`src/rtl/sd_cmd_tx_ctrl.sv`:
```
// SD command-line transmit controller: builds the 48-bit command frame and paces
// an external 8-bit parallel-to-serial shift register (shifts in 1s, MSB out).
module sd_cmd_tx_ctrl #(
    parameter int CLK_DIV = 4
) (
    input  logic        clk,
    input  logic        n_rst,
    input  logic        cmd_start,
    input  logic [5:0]  cmd_index,
    input  logic [31:0] cmd_arg,
    output logic        busy,
    output logic        cmd_done,
    output logic        load_enable,
    output logic        shift_enable,
    output logic [7:0]  parallel_in
);

    localparam int DIV_W = $clog2(CLK_DIV);
    localparam logic [DIV_W-1:0] DIV_MAX = DIV_W'(CLK_DIV - 1);

    typedef enum logic [1:0] {
        IDLE,
        LOAD,
        SHIFT,
        DONE
    } state_t;

    state_t           state;
    logic [5:0]       idx_q;
    logic [31:0]      arg_q;
    logic [DIV_W-1:0] divider;
    logic [2:0]       bit_cnt;
    logic [2:0]       byte_idx;
    logic [6:0]       crc;
    logic [7:0]       shadow;
    logic [6:0]       crc_next;

    function automatic logic [6:0] crc7_step(input logic [6:0] crc_in, input logic bit_in);
        logic fb;
        fb = bit_in ^ crc_in[6];
        crc7_step = {crc_in[5:0], 1'b0} ^ (fb ? 7'h09 : 7'h00);
    endfunction

    function automatic logic [7:0] frame_byte(input logic [2:0]  sel,
                                              input logic [5:0]  idx,
                                              input logic [31:0] arg,
                                              input logic [6:0]  crc_val);
        case (sel)
            3'd0:    frame_byte = {2'b01, idx};
            3'd1:    frame_byte = arg[31:24];
            3'd2:    frame_byte = arg[23:16];
            3'd3:    frame_byte = arg[15:8];
            3'd4:    frame_byte = arg[7:0];
            3'd5:    frame_byte = {crc_val, 1'b1};
            default: frame_byte = 8'hFF;
        endcase
    endfunction

    // The bit on the line is always the MSB of the shadow copy of the shift register.
    assign crc_next = crc7_step(crc, shadow[7]);

    always_ff @(posedge clk or negedge n_rst) begin
        if (!n_rst) begin
            shadow <= 8'hFF;
        end else if (load_enable) begin
            shadow <= parallel_in;
        end else if (shift_enable) begin
            shadow <= {shadow[6:0], 1'b1};
        end
    end

    always_ff @(posedge clk or negedge n_rst) begin
        if (!n_rst) begin
            state        <= IDLE;
            idx_q        <= '0;
            arg_q        <= '0;
            divider      <= '0;
            bit_cnt      <= '0;
            byte_idx     <= '0;
            crc          <= '0;
            busy         <= 1'b0;
            cmd_done     <= 1'b0;
            load_enable  <= 1'b0;
            shift_enable <= 1'b0;
            parallel_in  <= 8'hFF;
        end else begin
            case (state)
                IDLE: begin
                    cmd_done     <= 1'b0;
                    load_enable  <= 1'b0;
                    shift_enable <= 1'b0;
                    parallel_in  <= 8'hFF;
                    if (cmd_start) begin
                        idx_q       <= cmd_index;
                        arg_q       <= cmd_arg;
                        busy        <= 1'b1;
                        load_enable <= 1'b1;
                        parallel_in <= {2'b01, cmd_index};
                        byte_idx    <= '0;
                        bit_cnt     <= '0;
                        divider     <= '0;
                        crc         <= '0;
                        state       <= LOAD;
                    end
                end
                LOAD: begin
                    load_enable <= 1'b0;
                    parallel_in <= 8'hFF;
                    divider     <= divider + DIV_W'(1);
                    state       <= SHIFT;
                end
                SHIFT: begin
                    load_enable  <= 1'b0;
                    shift_enable <= 1'b0;
                    parallel_in  <= 8'hFF;
                    // Outputs are registered, so the last divider count launches the
                    // pulse that lands in the first cycle of the next bit period.
                    if (divider == DIV_MAX) begin
                        divider <= '0;
                        if (byte_idx < 3'd5) begin
                            crc <= crc_next;
                        end
                        if (bit_cnt != 3'd7) begin
                            shift_enable <= 1'b1;
                            bit_cnt      <= bit_cnt + 3'd1;
                        end else if (byte_idx != 3'd5) begin
                            load_enable <= 1'b1;
                            parallel_in <= frame_byte(byte_idx + 3'd1, idx_q, arg_q, crc_next);
                            byte_idx    <= byte_idx + 3'd1;
                            bit_cnt     <= '0;
                        end else begin
                            load_enable <= 1'b1;
                            parallel_in <= 8'hFF;
                            cmd_done    <= 1'b1;
                            state       <= DONE;
                        end
                    end else begin
                        divider <= divider + DIV_W'(1);
                    end
                end
                DONE: begin
                    cmd_done    <= 1'b0;
                    load_enable <= 1'b0;
                    parallel_in <= 8'hFF;
                    busy        <= 1'b0;
                    state       <= IDLE;
                end
                default: begin
                    state <= IDLE;
                end
            endcase
        end
    end

endmodule

```
`config.mk`:
```
export PLATFORM = sky130hd
export DESIGN_NAME = sd_cmd_tx_ctrl
export DESIGN_NICKNAME = d
export VERILOG_FILES = /design/src/rtl/sd_cmd_tx_ctrl.sv
export SDC_FILE = /design/constraint.sdc
export NUM_CORES = 1
export LEC_CHECK = 0
export ABC_CLOCK_PERIOD_IN_PS = 2300
export BUFFER_PORTS_ARGS = -buffer_cell sky130_fd_sc_hd__buf_4
export CELL_PAD_IN_SITES_DETAIL_PLACEMENT = 0
export CELL_PAD_IN_SITES_GLOBAL_PLACEMENT = 1
export CORE_MARGIN = 2
export CORE_UTILIZATION = 45
export DETAILED_ROUTE_END_ITERATION = 12
export HOLD_SLACK_MARGIN = 0.1
export PLACE_DENSITY_LB_ADDON = 0.12
export SYNTH_ARGS = -nofsm -noshare
export SYNTH_HDL_FRONTEND = slang
export SYNTH_SLANG_ARGS = --single-unit
```
`constraint.sdc`:
```
create_clock -name clk -period 2.3 [get_ports clk]
set_clock_uncertainty 0.2 [all_clocks]
set_input_delay 0.23 -clock clk [delete_from_list [all_inputs] [get_ports clk]]
set_output_delay 0.23 -clock clk [all_outputs]
set_load 0.05 [all_outputs]
```
# Yosys cells after proc, flatten, opt, wreduce, memory -nomap -nowiden

Cells that the tools add are included.

Flip-flop bits (word level): 75
Word-level logic and storage cells: 97
Input bits: 41

Reductions and logical operators: 17
Equality and inequality tests: 18
Add/subtract/negate cells: 3
Order comparisons: 1
Mux-type cells: 43
Bitwise logic cells: 2

Operator list:

| kind                                                             | count |
|---|---|
| 8-bit 2-to-1 mux                                                 | 6 |
| 8-bit case mux with 6 select lines                               | 1 |
| 8-bit case mux with 3 select lines                               | 1 |
| 3-bit 2-to-1 mux                                                 | 7 |
| 7-bit 2-to-1 mux                                                 | 3 |
| 4-bit AND reduction                                              | 4 |
| 7-bit case mux with 2 select lines                               | 1 |
| 2-bit 2-to-1 mux                                                 | 6 |
| 2-bit != test (second input constant)                            | 6 |
| 3-bit case mux with 2 select lines                               | 2 |
| 1-bit 2-to-1 mux                                                 | 9 |
| 3-bit != test (second input constant)                            | 3 |
| 2-bit case mux with 4 select lines                               | 1 |
| 2-bit nonzero test                                               | 4 |
| 7-bit by 4-bit XOR with 7-bit output                             | 1 |
| 3-bit by 1-bit adder with 3-bit output (second input constant)   | 2 |
| 2-bit == test (second input constant)                            | 3 |
| 3-bit by 2-bit == test with 1-bit output (second input constant) | 2 |
| 3-bit == test (second input constant)                            | 2 |
| 1-bit case mux with 2 select lines                               | 3 |
| 2-bit case mux with 3 select lines                               | 1 |
| 2-bit AND reduction                                              | 3 |
| 5-bit AND reduction                                              | 1 |
| 4-bit 2-to-1 mux                                                 | 1 |
| other kinds (10)                                                 | 11 |

# Depth between registers and ports, before layout

Depth after elaboration: 8
Depth in mapped cells: 8

# Worst setup path before layout

No wires, ideal clock.

Kind: reg2reg
From: register state[0]
To: register crc[3]
Library setup time: 0.117 ns
Setup slack: 0.303 ns
Arrival: 1.680 ns
Stages on the path, launching flop included: 8
Clock period less this slack: 1.997 ns
Cells stage by stage: dfrtp_1 -> inv_1 -> ha_1 -> nor2b_1 -> or4_4 -> buf_6 -> nand2_1 -> o21ai_2

Word-level cells in the longest chain between the ends: 3
Elaborated cells between the ends (all ways): 8
Those cells by class: 4 x eq/ne; 1 x mux; 3 x reduce/logical

Ends and longest elaborated chain:

| what                                                                 | line | source |
|---|---|---|
| from (decl)                                                          | 28   | `state_t state;` |
| from (signal assigned)                                               | 74   | `state <= IDLE;` |
| from (signal assigned)                                               | 103  | `state <= LOAD;` |
| from (signal assigned)                                               | 110  | `state <= SHIFT;` |
| 2-bit == test or 2-bit zero test (tied branches)                     | 87   | `case (state)` |
| 2-bit != test (no source line) or 2-bit nonzero test (tied branches) | n/a  |  |
| 4-bit AND reduction (no source line)                                 | n/a  |  |
| to (signal assigned)                                                 | 121  | `crc <= crc_next;` |
| to (decl)                                                            | 34   | `logic [6:0] crc;` |

Parallel ways exist; a longest one is shown, timed or not.
A chain may end at the register's enable or synchronous reset.

# Worst setup path in the final report

From: register state[0]
To: register byte_idx[1]

Word-level cells in the longest chain between the ends: 3
Elaborated cells between the ends (all ways): 9
Those cells by class: 5 x eq/ne; 1 x mux; 3 x reduce/logical

Ends and longest elaborated chain:

| what                                                                 | line | source |
|---|---|---|
| 2-bit == test or 2-bit zero test (tied branches)                     | 87   |  |
| 2-bit != test (no source line) or 2-bit nonzero test (tied branches) | n/a  |  |
| 5-bit AND reduction (no source line)                                 | n/a  |  |
| to (signal assigned)                                                 | 129  | `byte_idx <= byte_idx + 3'd1;` |
| to (decl)                                                            | 33   | `logic [2:0] byte_idx;` |

Parallel ways exist; a longest one is shown, timed or not.

==> summary.txt <==
Synth
  • Top-area cell type share of the netlist area: 0.417
  • Synth warnings: 0
  • Post-synthesis async set-or-reset flop share: 1.00
  • Number of instances in the synthesized netlist: 300
  • Fraction of the yosys area taken by sequential cells: 0.535
  • Syn_nets: 354
  • Top post-synthesis cells by count: 59 x sky130_fd_sc_hd__dfrtp_1, 39 x sky130_fd_sc_hd__mux2_2, 34 x sky130_fd_sc_hd__nand2_1
  • Area leader, netlist: sky130_fd_sc_hd__dfrtp_1
  • Syn Std Cell Area: 0.00354 mm2
  • Synth unique cells: 46
  • Top cells by area, synth: sky130_fd_sc_hd__dfrtp_1 42%, sky130_fd_sc_hd__mux2_2 12%, sky130_fd_sc_hd__dfstp_2 12%
  • #FFs+latches synth: 75
  • Post-synth top flop: sky130_fd_sc_hd__dfrtp_1
  • Number of flops mapped to enable cells by yosys: 0
  • Most instantiated library cell after synthesis: sky130_fd_sc_hd__dfrtp_1
  • Post-Syn Area per Cell: 11.8 um2

Die
  • Placement row count: 32
  • Area of the core region: 0.00769 mm2
  • Ports: 53
  • Vertical extent of the die: 92.7 um
  • Die Outline Area: 0.00860 mm2
  • Initial Util: 0.461
  • Chip Width: 92.7 um

Critical path
  • Family of cells with the greatest summed delay on the critical path: simple AND/OR/NAND/NOR gates
  • Highest net fanout along the worst path: 8
  • Longest individual stage delay on the worst path: 420 ps
  • Library cell contributing the largest single delay on the critical path: sky130_fd_sc_hd__dfrtp_1
  • Count of buffering cells on the critical path with inverters included: 1
  • Worst reg2reg setup slack: 160 ps
  • Crit path DAT: 2140 ps
  • Crit Reg-Reg Startpoint: state[0]
  • Startpoint class of the critical path: flip-flop
  • Sort of element at the end of the critical path: flip-flop
  • Worst flop-to-flop path endpoint: byte_idx[1]
  • Class of the most critical setup path: flip-flop to flip-flop
  • Cell Chain, Critical Path: inv_1, ha_1, nor2b_1, nor3_2, a21boi_0, o22ai_1
  • Worst path required time: 2300 ps
  • FF-to-FF path depth: 6

Timing
  • Setup tns final: 0 ps
  • Crit share post-route: 0.931
  • Max-slew headroom: 0.640
  • RSZ-0062 raised after global routing: no
  • Final setup vio count: 0
  • Final Hold Vio Count: 0
  • Final critical path time including I/O delays and setup: 2140 ps
  • Fmax achieved: 0.467 GHz
  • Transition time of the tightest slew-check pin: 541 ps
  • Setup WS post-layout: 158 ps
  • Final hold slack: 171 ps
  • Count of pins over their slew limit: 0

Detailed routing
  • DR DRC count: 0
  • Via count: 2614
  • Antenna Violating Nets Remaining: 0
  • Drt first pass iters: 4
  • DRC marker count from the first detailed-route iteration: 115
  • Vias per Instance: 5.19
  • Routed length per placed instance: 15.3 um
  • Final routed wirelength across all metal layers: 7.70 mm

Hold path
  • Worst min path class: input pin to async pin

Layout
  • Ant. Diodes: 0
  • Final standard cell area without fillers: 0.00465 mm2
  • Sequential Area: 0.00190 mm2
  • Area grow syn2layout: 31.2%
  • Number of filler instances in the final layout: 658
  • Multi-input logic area: 0.00155 mm2
  • Post-layout nets: 451
  • Share of layout cells above drive strength 1: 0.346

Global route
  • Wire length of the first global-routing pass: 13.2 mm
  • Number of global-route vias before repair: 2688
  • Initial antenna violation count: 0
  • All-Layer GR Usage: 0.196
  • Maximum number of pins on one net before global-route repair: 36
  • Overflow left after global routing: 0

Power and ir drop
  • Pleak: 0.00227 uW
  • Largest vdd supply drop: 339 uV
  • Power Density: 501 mW/mm2

Place
  • Placement Setup Slack: 158 ps
  • Global placer's final weighted congestion: 0.771
  • Number of buffer cells added on primary ports: 52
  • Area of placed instances: 0.00408 mm2
  • HPWL reported at the end of detailed placement: 5.47 mm

Clock network
  • # clock sinks: 75
  • Max Buffers Root-to-Sink: 2
  • Clock transition at the register clock pins on the worst setup and hold paths after CTS: 80 ps
  • Number of buffers inserted by post-CTS setup repair: 0
  • Cts bufs inserted: 9
  • Count of instances resized after the clock tree is built: 0
  • Latest clock arrival within the worst-skew pair: 340 ps
  • Clock root buffer: sky130_fd_sc_hd__clkbuf_8
  • TritonCTS clock tree: built
  • Number of H-tree levels: 3
  • Cts hold-fix bufs: 40

Outcome
  • Outcome: complete, no violations

Flow run
  • Max cap viols: 0
-- stage by stage --
stage          instances  utilization  total power [uW]
3_3_place_gp         448        0.531              1430
6_report             504        0.605              2330
5_1_grt              504        0.605              2430
2_1_floorplan        300            -              1350
3_5_place_dp         448        0.531              1430
4_1_cts              504        0.605              2350
-- power by group --
part	leakage (uW)	switching (uW)	internal (uW)
clock network	0.0000805	474	395
registers	0.000941	0	1320
logic	0.00125	47.3	91.6
-- layout by cell type (no fill, tap or decap), types with 3 or more instances in the layout --
master	instances
sky130_fd_sc_hd__a221oi_1	5
sky130_fd_sc_hd__xor2_1	3
sky130_fd_sc_hd__nor2b_1	3
sky130_fd_sc_hd__mux2_2	39
sky130_fd_sc_hd__a31o_1	4
sky130_fd_sc_hd__o21ai_1	5
sky130_fd_sc_hd__a22oi_1	9
sky130_fd_sc_hd__clkbuf_1	3
sky130_fd_sc_hd__o21ai_0	20
sky130_fd_sc_hd__mux2i_1	9
sky130_fd_sc_hd__inv_1	7
sky130_fd_sc_hd__ha_1	13
sky130_fd_sc_hd__nor2_1	8
sky130_fd_sc_hd__mux2_1	3
sky130_fd_sc_hd__dfrtp_1	59
sky130_fd_sc_hd__dlygate4sd3_1	40
sky130_fd_sc_hd__nand2_1	33
sky130_fd_sc_hd__dfstp_2	16
sky130_fd_sc_hd__a31oi_1	4
sky130_fd_sc_hd__o21ai_2	3
sky130_fd_sc_hd__buf_4	59
sky130_fd_sc_hd__clkbuf_8	9
sky130_fd_sc_hd__a21oi_1	9
sky130_fd_sc_hd__nand3_1	3
-- worst register-to-register path: stages, from the launching register on --
cell and delay (ps):
sky130_fd_sc_hd__dfrtp_1 420, sky130_fd_sc_hd__inv_1 80, sky130_fd_sc_hd__ha_1 310, sky130_fd_sc_hd__nor2b_1 210
sky130_fd_sc_hd__nor3_2 330, sky130_fd_sc_hd__a21boi_0 320, sky130_fd_sc_hd__o22ai_1 140
-- state kept, by name, summed over array words and instances, names as in the netlist --
name,count
busy,1
byte_idx,3
divider,2
crc,7
shadow,8
arg_q,32
shift_enable,1
load_enable,1
parallel_in,8
cmd_done,1
bit_cnt,3
state,2
idx_q,6
-- layer usage --
metal	routed length (um)	global-route usage	share of wire	vias up
met5	0	0	0	-
met4	112	0.0735	0.015	0
met1	3770	0.286	0.49	1262
met3	271	0.0285	0.035	10
li1	-	-	-	1279
met2	3540	0.297	0.46	63
-- cell type report --
class                           count  area share
Tap cell                          102      0.0275
Inverter                            7     0.00565
Clock buffer                       12      0.0291
Clock inverter                      4     0.00646
Timing Repair Buffer              101       0.190
Sequential cell                    75       0.408
Multi-Input combinational cell    203       0.333
-- logic make-up after synthesis --
family                   synth area share
AO/OA/AOI/OAI                       0.144
XOR/XNOR                           0.0120
adder cells (fa/ha/maj)            0.0459
buffers and inverters              0.0282
flip-flops                          0.535
multiplexers                        0.159
AND/OR/NAND/NOR                    0.0759
-- worst max-delay path by stage --
stage                  start     endpoint  slack, ps  cells past startpoint
global placement    state[0]       crc[0]        220                      6
detailed placement  state[0]       crc[1]        160                      6
CTS                 state[0]       crc[4]        160                      6
floorplan           state[0]       crc[3]        300                      7
finish              state[0]  byte_idx[1]        160                      6
global route        state[0]  byte_idx[1]          8                      6
No activity file was read; power rests on OpenSTA's default activity.
